==> src/rtl/hazard_stall_unit_pkg.sv <==
`default_nettype none
// ============================================================================
//  Module      : hazard_stall_unit_pkg
//  Description : Shared state encoding and constants for the hazard / stall
//                controller of the 5-stage RISC-V core.
//  Revision    : 1.0  initial release
// ============================================================================
package hazard_stall_unit_pkg;

    // Register index width used by the ID and EX stage operand fields
    localparam int c_REG_AW      = 5;
    // Stages behind ID (EX, MEM, WB) that must empty before a fence issues
    localparam int c_DRAIN_DEPTH = 3;

    // Controller states; the encoding is visible on hz_state for debug
    typedef enum logic [1:0] {
        HZ_RUN     = 2'b00,
        HZ_DRAIN   = 2'b01,
        HZ_HALT    = 2'b10,
        HZ_ILLEGAL = 2'b11
    } hz_state_t;

endpackage : hazard_stall_unit_pkg
`default_nettype wire

==> src/rtl/hazard_stall_unit_occupancy.sv <==
`default_nettype none
// ============================================================================
//  Module      : pipe_occupancy_tracker
//  Description : Shift register that follows every instruction issued out of
//                ID down the back end of the pipe. Empty means no instruction
//                is still in flight behind ID.
//  Revision    : 1.0  initial release
// ============================================================================
module pipe_occupancy_tracker #(
    parameter int DRAIN_DEPTH = 3
) (
    input  logic clk,
    input  logic rst_n,
    input  logic issue,
    output logic empty
);

    logic [DRAIN_DEPTH-1:0] r_occ;

    generate
        if (DRAIN_DEPTH == 1) begin : g_single
            // A single tracked stage simply records last cycle's issue
            always_ff @(posedge clk) begin
                if (!rst_n) r_occ <= '0;
                else        r_occ <= issue;
            end
        end else begin : g_shift
            // Each issued instruction walks one bit per cycle toward retire
            always_ff @(posedge clk) begin
                if (!rst_n) r_occ <= '0;
                else        r_occ <= {r_occ[DRAIN_DEPTH-2:0], issue};
            end
        end
    endgenerate

    assign empty = (r_occ == '0);

endmodule : pipe_occupancy_tracker
`default_nettype wire

==> src/rtl/hazard_stall_unit.sv <==
`default_nettype none
// ============================================================================
//  Module      : hazard_stall_unit
//  Description : Pipeline hold / flush controller beside the ID stage.
//                Resolves, highest priority first: taken-branch flush,
//                break halt with external resume, fence drain, and the
//                single-cycle load-use bubble.
//  Revision    : 1.0  initial release
// ============================================================================
module hazard_stall_unit
    import hazard_stall_unit_pkg::*;
#(
    parameter int DRAIN_DEPTH = c_DRAIN_DEPTH,
    parameter int REG_AW      = c_REG_AW
) (
    input  logic              clk,
    input  logic              rst_n,
    input  logic              id_valid,
    input  logic [REG_AW-1:0] id_rs1,
    input  logic [REG_AW-1:0] id_rs2,
    input  logic [1:0]        id_rs_use,
    input  logic              id_fence,
    input  logic              id_break,
    input  logic [REG_AW-1:0] ex_rd,
    input  logic              ex_memread,
    input  logic              ex_branch_taken,
    input  logic              resume,
    output logic              stall,
    output logic              pc_en,
    output logic              ifid_en,
    output logic              ifid_flush,
    output logic              idex_flush,
    output logic              halted,
    output logic [1:0]        hz_state
);

    hz_state_t r_state;
    hz_state_t w_next_state;
    logic      w_lu;
    logic      w_issue;
    logic      w_empty;

    // An instruction leaves ID only when it is real and neither held nor killed
    assign w_issue = id_valid & ~stall & ~idex_flush;

    pipe_occupancy_tracker #(
        .DRAIN_DEPTH (DRAIN_DEPTH)
    ) u_occ (
        .clk   (clk),
        .rst_n (rst_n),
        .issue (w_issue),
        .empty (w_empty)
    );

    // Load in EX writing a register that the ID instruction actually reads
    always_comb begin
        w_lu = id_valid & ex_memread & (ex_rd != '0) &
               (((ex_rd == id_rs1) & id_rs_use[0]) |
                ((ex_rd == id_rs2) & id_rs_use[1]));
    end

    // State register; reset aborts any DRAIN or HALT in progress
    always_ff @(posedge clk) begin
        if (!rst_n) r_state <= HZ_RUN;
        else        r_state <= w_next_state;
    end

    // Priority resolution of hold, flush and next state
    always_comb begin
        stall        = 1'b0;
        pc_en        = 1'b1;
        ifid_en      = 1'b1;
        ifid_flush   = 1'b0;
        idex_flush   = 1'b0;
        halted       = 1'b0;
        w_next_state = r_state;

        if (!rst_n) begin
            // Freeze fetch for the reset cycle; nothing issues
            stall        = 1'b1;
            pc_en        = 1'b0;
            ifid_en      = 1'b0;
            w_next_state = HZ_RUN;
        end else if (ex_branch_taken && (r_state != HZ_HALT)) begin
            // Redirect kills whatever sits in IF/ID and ID, fences included
            ifid_flush   = 1'b1;
            idex_flush   = 1'b1;
            w_next_state = HZ_RUN;
        end else begin
            case (r_state)
                HZ_RUN: begin
                    if (id_valid && id_break) begin
                        stall        = 1'b1;
                        pc_en        = 1'b0;
                        ifid_en      = 1'b0;
                        w_next_state = HZ_HALT;
                    end else if (id_valid && id_fence && !w_empty) begin
                        stall        = 1'b1;
                        pc_en        = 1'b0;
                        ifid_en      = 1'b0;
                        w_next_state = HZ_DRAIN;
                    end else if (w_lu) begin
                        stall   = 1'b1;
                        pc_en   = 1'b0;
                        ifid_en = 1'b0;
                    end
                end
                HZ_DRAIN: begin
                    if (!w_empty) begin
                        stall   = 1'b1;
                        pc_en   = 1'b0;
                        ifid_en = 1'b0;
                    end else begin
                        // Back end is empty: let the fence issue this cycle
                        w_next_state = HZ_RUN;
                    end
                end
                HZ_HALT: begin
                    halted = 1'b1;
                    stall  = 1'b1;
                    if (resume) begin
                        // Break retires as a bubble while fetch moves on
                        pc_en        = 1'b1;
                        ifid_flush   = 1'b1;
                        w_next_state = HZ_RUN;
                    end else begin
                        pc_en   = 1'b0;
                        ifid_en = 1'b0;
                    end
                end
                default: begin
                    // Unreachable encoding: hold one cycle and recover
                    stall        = 1'b1;
                    pc_en        = 1'b0;
                    ifid_en      = 1'b0;
                    w_next_state = HZ_RUN;
                end
            endcase
        end
    end

    assign hz_state = r_state;

endmodule : hazard_stall_unit
`default_nettype wire

==> config.mk <==
export PLATFORM = sky130hd
export DESIGN_NAME = hazard_stall_unit
export DESIGN_NICKNAME = d
export VERILOG_FILES = /design/src/rtl/hazard_stall_unit_pkg.sv /design/src/rtl/hazard_stall_unit_occupancy.sv /design/src/rtl/hazard_stall_unit.sv
export SDC_FILE = /design/constraint.sdc
export NUM_CORES = 1
export LEC_CHECK = 0
export CORE_MARGIN = 3
export CORE_UTILIZATION = 32
export DETAILED_ROUTE_END_ITERATION = 8
export HOLD_SLACK_MARGIN = 0.06
export PLACE_DENSITY_LB_ADDON = 0.05
export SYNTH_ARGS = -nofsm -noshare
export SYNTH_HDL_FRONTEND = slang
export SYNTH_SLANG_ARGS = --single-unit
==> constraint.sdc <==
create_clock -name clk -period 2.26 [get_ports clk]
set_clock_uncertainty 0.2 [all_clocks]
set_input_delay 0.226 -clock clk [delete_from_list [all_inputs] [get_ports clk]]
set_output_delay 0.226 -clock clk [all_outputs]
set_load 0.02 [all_outputs]
Word-level counts from Yosys, hierarchy flattened
Cells that the tools add are included.
Widths: inputs -> output; s select.
{ "word_totals": {"input_bits": 25, "wordCells": 59, "reg_bits": 5, "out_inout_bits": 8} }
{ "op_classes": {"bitwise": 11, "reduce_logical": 10, "eq_ne": 8, "n_mux": 28} }
{ "ops": {"columns": ["cell", "n"], "rows": [
  ["$mux 1", 21],
  ["$eq 5x5->1", 2],
  ["$mux 2", 4],
  ["$and 1x1->1", 7],
  ["$ne 2x2->1 const B", 3],
  ["$pmux 2 s3", 1],
  ["$reduce_bool 5->1", 1],
  ["$logic_and 1x1->1", 4],
  ["$logic_not 3->1", 1],
  ["$ne 3x3->1 const B", 1],
  ["$not 1->1", 3],
  ["$pmux 1 s3", 1],
  ["$reduce_and 3->1", 1],
  ["$eq 2x1->1 const B", 1],
  ["$eq 2x2->1 const B", 1],
  ["$logic_not 2->1", 1],
  ["$pmux 1 s2", 1],
  ["$reduce_or 2->1", 1],
  ["$logic_not 1->1", 1],
  ["$or 1x1->1", 1]
]} }

Depth between registers and ports, before layout
{ "logic_depth": {"depth_word": 13, "depth_mapped": 5} }

Hierarchy
A second synthesis with hierarchy kept.
{ "unflattened": {"cells_unflattened": 52, "hier_area_um2": 426.7} }
{ "by_module_without_submodules": {"columns": ["mod", "n_inst", "area_per_inst_um2", "cells_each", "seq_area_each_um2"], "rows": [
  ["hazard_stall_unit", 1, 336.6, 45, 40.0],
  ["pipe_occupancy_tracker", 1, 90.1, 7, 60.1]
]} }

Worst setup path before layout
Ideal clock, no wire load.
{ "synth_timing": {"path_type": "reg-to-output", "startpoint": "reg r_state[0], in the netlist hz_state[0]", "endpoint": "out pc_en", "slack_ps": 227, "arrival_time_ps": 1607, "stages_incl_launch_ff": 6, "path_cell_list": "dfxtp_1 -> nand2b_1 -> mux2i_1 -> nor4b_1 -> a21oi_1 -> buf_4"} }
{ "synth_via": {"elab_chain_cells": 4} }
{ "synth_lines": {"columns": ["element", "line_no", "text"], "rows": [
  ["start, declared", "hazard_stall_unit.sv:37", "hz_state_t r_state;"],
  ["start signal, assigned", "hazard_stall_unit.sv:65", "else r_state <= w_next_state;"],
  ["$eq 2x2->1 (tied with other cells)", null, null],
  ["$pmux 1 s3 or $logic_and 1x1->1 (tied branches)", null, null],
  ["$mux 1 * (2 in series)", null, null],
  ["end, declared", "hazard_stall_unit.sv:29", "output logic pc_en,"]
]} }
Mark *: on every way between the ends. The rest lies on a longest branch, timed or not.

Worst setup path after layout
{ "layout_timing": {"startpoint": "in ex_rd[3]", "endpoint": "out stall"} }
{ "layout_via": {"elab_chain_cells": 10} }
{ "layout_lines": {"columns": ["element", "line_no", "text"], "rows": [
  ["start, declared", "hazard_stall_unit.sv:24", "input logic [REG_AW-1:0] ex_rd,"],
  ["$eq 5x5->1, on equally long branches", "hazard_stall_unit.sv:58, hazard_stall_unit.sv:59", null],
  ["$and 1x1->1, on equally long branches", "hazard_stall_unit.sv:58, hazard_stall_unit.sv:59", null],
  ["$or 1x1->1", "hazard_stall_unit.sv:58", "(((ex_rd == id_rs1) & id_rs_use[0]) |"],
  ["$and 1x1->1 *", "hazard_stall_unit.sv:57", "w_lu = id_valid & ex_memread & (ex_rd != '0) &"],
  ["$mux 1 *", "hazard_stall_unit.sv:102", "end else if (w_lu) begin"],
  ["$mux 1 *", "hazard_stall_unit.sv:97", "end else if (id_valid && id_fence && !w_empty) begin"],
  ["$mux 1 *", "hazard_stall_unit.sv:92", "if (id_valid && id_break) begin"],
  ["$pmux 1 s2 *", "hazard_stall_unit.sv:90", "case (r_state)"],
  ["$mux 1 *", "hazard_stall_unit.sv:84", "end else if (ex_branch_taken && (r_state != HZ_HALT)) begin"],
  ["$mux 1 *", "hazard_stall_unit.sv:78", "if (!rst_n) begin"],
  ["end, declared", "hazard_stall_unit.sv:28", "output logic stall,"]
]} }
Marks and branches as above.

==> reports/qor.csv <==
metric;value;unit
run status;complete, no violations;
Leak;0.000395;uW
clock-pin slew on the worst setup and hold paths;0.04;ns
Slew @ Worst Pin;0.246;ns
worst path arrival time;1.73;ns
Yosys Warn Count;0;
Slew HR;83.4;%
Reg area;100;um^2
Yosys cell types;26;
Nets;132;
# diodes;0;
CTS tree;done;
Crit Path Class;primary input to primary output;
MaxCap Viol Count;0;
startpoint class of the critical path;primary input;
Period minus WS final;2.15;ns
fillcell total;103;
EDFF count, synth;0;
Post-Place Cells;116;
Initial DRT Pass Iterations;2;
DRT Wirelength;1.23;mm
max-slew violation count;0;
Peak VDD IR;352;uV
Post-Layout Cell Count;120;
Core ar.;0.00119;mm^2
compound-cell area share of the yosys netlist;15.1;%
ANT nets after route;0;
Final setup viols;0;
IO buf count;32;
Crit path largest cell delay;0.50;ns
top cells by area, synth;dfxtp_1 (23%), xnor2_1 (20%), nand2_1 (5.1%);
initial antenna violation count;0;
CP max-delay cell;or4_4;
DR vias;591;
CP delay by family, top;simple AND/OR/NAND/NOR gates;
CTS sink count;5;
Post-Synth Adder-Cell Area;0;%
crit path cell chain;clkdlybuf4s50_1 > or4_4 > nor2_4 > nor3_2 > a311o_1 > buf_6;
Tot GR Track Use;14.7;%
final worst setup slack;0.107;ns
Hold Slack;0.251;ns
# DRC;0;
DR vias/cell;4.93;
CTS buffer count;3;
die area;0.00185;mm^2
I/O Pins;33;
Tcrit/Tclk final;95.3;%
PwrDens;365;mW/mm^2
WL/cell;10.3;um
mux contribution to synthesized area;2.29;%
XOR/XNOR Fraction of Synth Area;20.0;%
register area share after synthesis;22.9;%
CP bufs+invs;2;
CTS root buffer;clkbuf_4;
share of the synthesized area in the top cell type;22.9;%
clk_lat worst skew;0.24;ns
crit end category;primary output;
ys async rst share;0;%
starting density of the core;36.9;%
crit-path max FO;2;
Die X;43.0;um
Core Rows;12;
most frequent cell after synthesis;xnor2_1;
Die H;43.0;um
Syn-to-layout area delta;109;%
Overflow after GRT;0;
number of global-route vias before repair;533;
largest family of logic cells by synthesized area;simple AND/OR/NAND/NOR gates;
Iter 0 DRT Violations;2;
largest net degree at the start of global routing;7;
RD Place Congestion;0.726;
global-route wire length before repair;2.01;mm
class of the worst hold path;flip-flop to flip-flop;
required time of the critical path;1.83;ns
hpwl dp;1.09;mm
Mapped Avg Cell Area;7.68;um^2
# H-tree levels;1;
DP Worst Slack;-0.397;ns
register bit count reported by yosys;5;
Mapped Nets;82;
highest clock rate;0.464;GHz
post-layout util;77.0;%
area occupied by multi-input gates;330;um^2
layout cell share with drive strength beyond 1;24.5;%
Synth top cells by count;xnor2_1 (10), nand2_1 (6), dfxtp_1 (5), inv_1 (4);
mapped cell area;438;um^2
RSZ-0062 raised after global routing;false;
Simple-Gate Fraction of Synth Area;34.6;%
Max clock buf depth;2;
Cells after Synth;57;
Hold Vio Cnt, Final;0;
area leader, netlist;dfxtp_1;
Synth Flop Type;dfxtp_1;
## power breakdown
part | internal, uW | switching [uW]
Sequential | 90.9 | 1.86
Clock | 66.6 | 34.4
Combinational | 86.3 | 53.0
## what timing repair did
action / 4_1_cts / 5_1_grt
setup buffers: 0 / 0
setup endpoints to repair: 3 / 4
hold buffers: 0 / 0
pin swaps: 0 / 3
resized for setup: 12 / 8
## per-stage QoR
step | cell area [um^2] | setup TNS, ns | total power, uW
3_5_place_dp | 873 | -1.10 | 235
4_1_cts | 885 | -0.0185 | 334
3_3_place_gp | 873 | -1.11 | 232
6_report | 913 | 0 | 333
5_1_grt | 913 | 0 | 360
2_1_floorplan | 438 | 0 | 147
## final cells by class
type / instances / area share (%)
Inverter: 4 / 1.64
Clock buffer: 4 / 2.88
Sequential cell: 5 / 11.0
Multi-Input combinational cell: 47 / 36.2
Tap cell: 14 / 1.92
Timing Repair Buffer: 46 / 46.4
## layer usage
metal | part of all wire, % | vias up | global-route usage, %
li1 | - | 301 | -
met1 | 37 | 262 | 14.0
met2 | 53 | 26 | 26.9
met3 | 9.5 | 2 | 7.20
met4 | 0.81 | 0 | 5.42
met5 | 0 | - | 0
## path summary, 6_finish.rpt
check | from | slack, ns | depth (start not counted) | endpoint
worst min-delay path | hz_state[0]$_SDFFE_PP0P_ | 0.25 | 1 | hz_state[1]$_SDFFE_PP0P_
worst max-delay path | ex_rd[3] | 0.11 | 6 | stall
worst max register to register | u_occ.r_occ[1]$_SDFF_PN0_ | 0.87 | 4 | u_occ.r_occ[0]$_SDFF_PN0_
worst min register to register | hz_state[0]$_SDFFE_PP0P_ | 0.25 | 1 | hz_state[1]$_SDFFE_PP0P_
## state kept, by name, indices dropped and copies added, names as in the netlist
signal and cells:
hz_state 2, u_occ.r_occ 3
## cells in the final DEF (no fill, tap or decap), drive strengths merged
cell type	count
nor3	4
dlymetal6s2s	3
a31oi	1
a21oi	3
and2	3
o22ai	1
nand2	6
and3	1
o21ai	1
xnor2	10
nand2b	2
o221ai	1
a211oi	1
mux2i	1
dfxtp	5
or4	1
nor2	4
inv	4
a311o	1
nor4	1
nor4b	1
buf	17
nand4	2
a21o	1
clkdlybuf4s50	26
clkbuf	4
nand3	1
## kinds of logic (layout without fill, tap and decap cells)
logic type / Yosys count / count (layout)
and+or+nand+nor: 26 / 26
xor gates and xnor gates: 10 / 10
muxes: 1 / 1
AOI/OAI and AO/OA: 10 / 10
DFF: 5 / 5
buffers and inverters: 5 / 54
(Power assumes the default switching activity.)
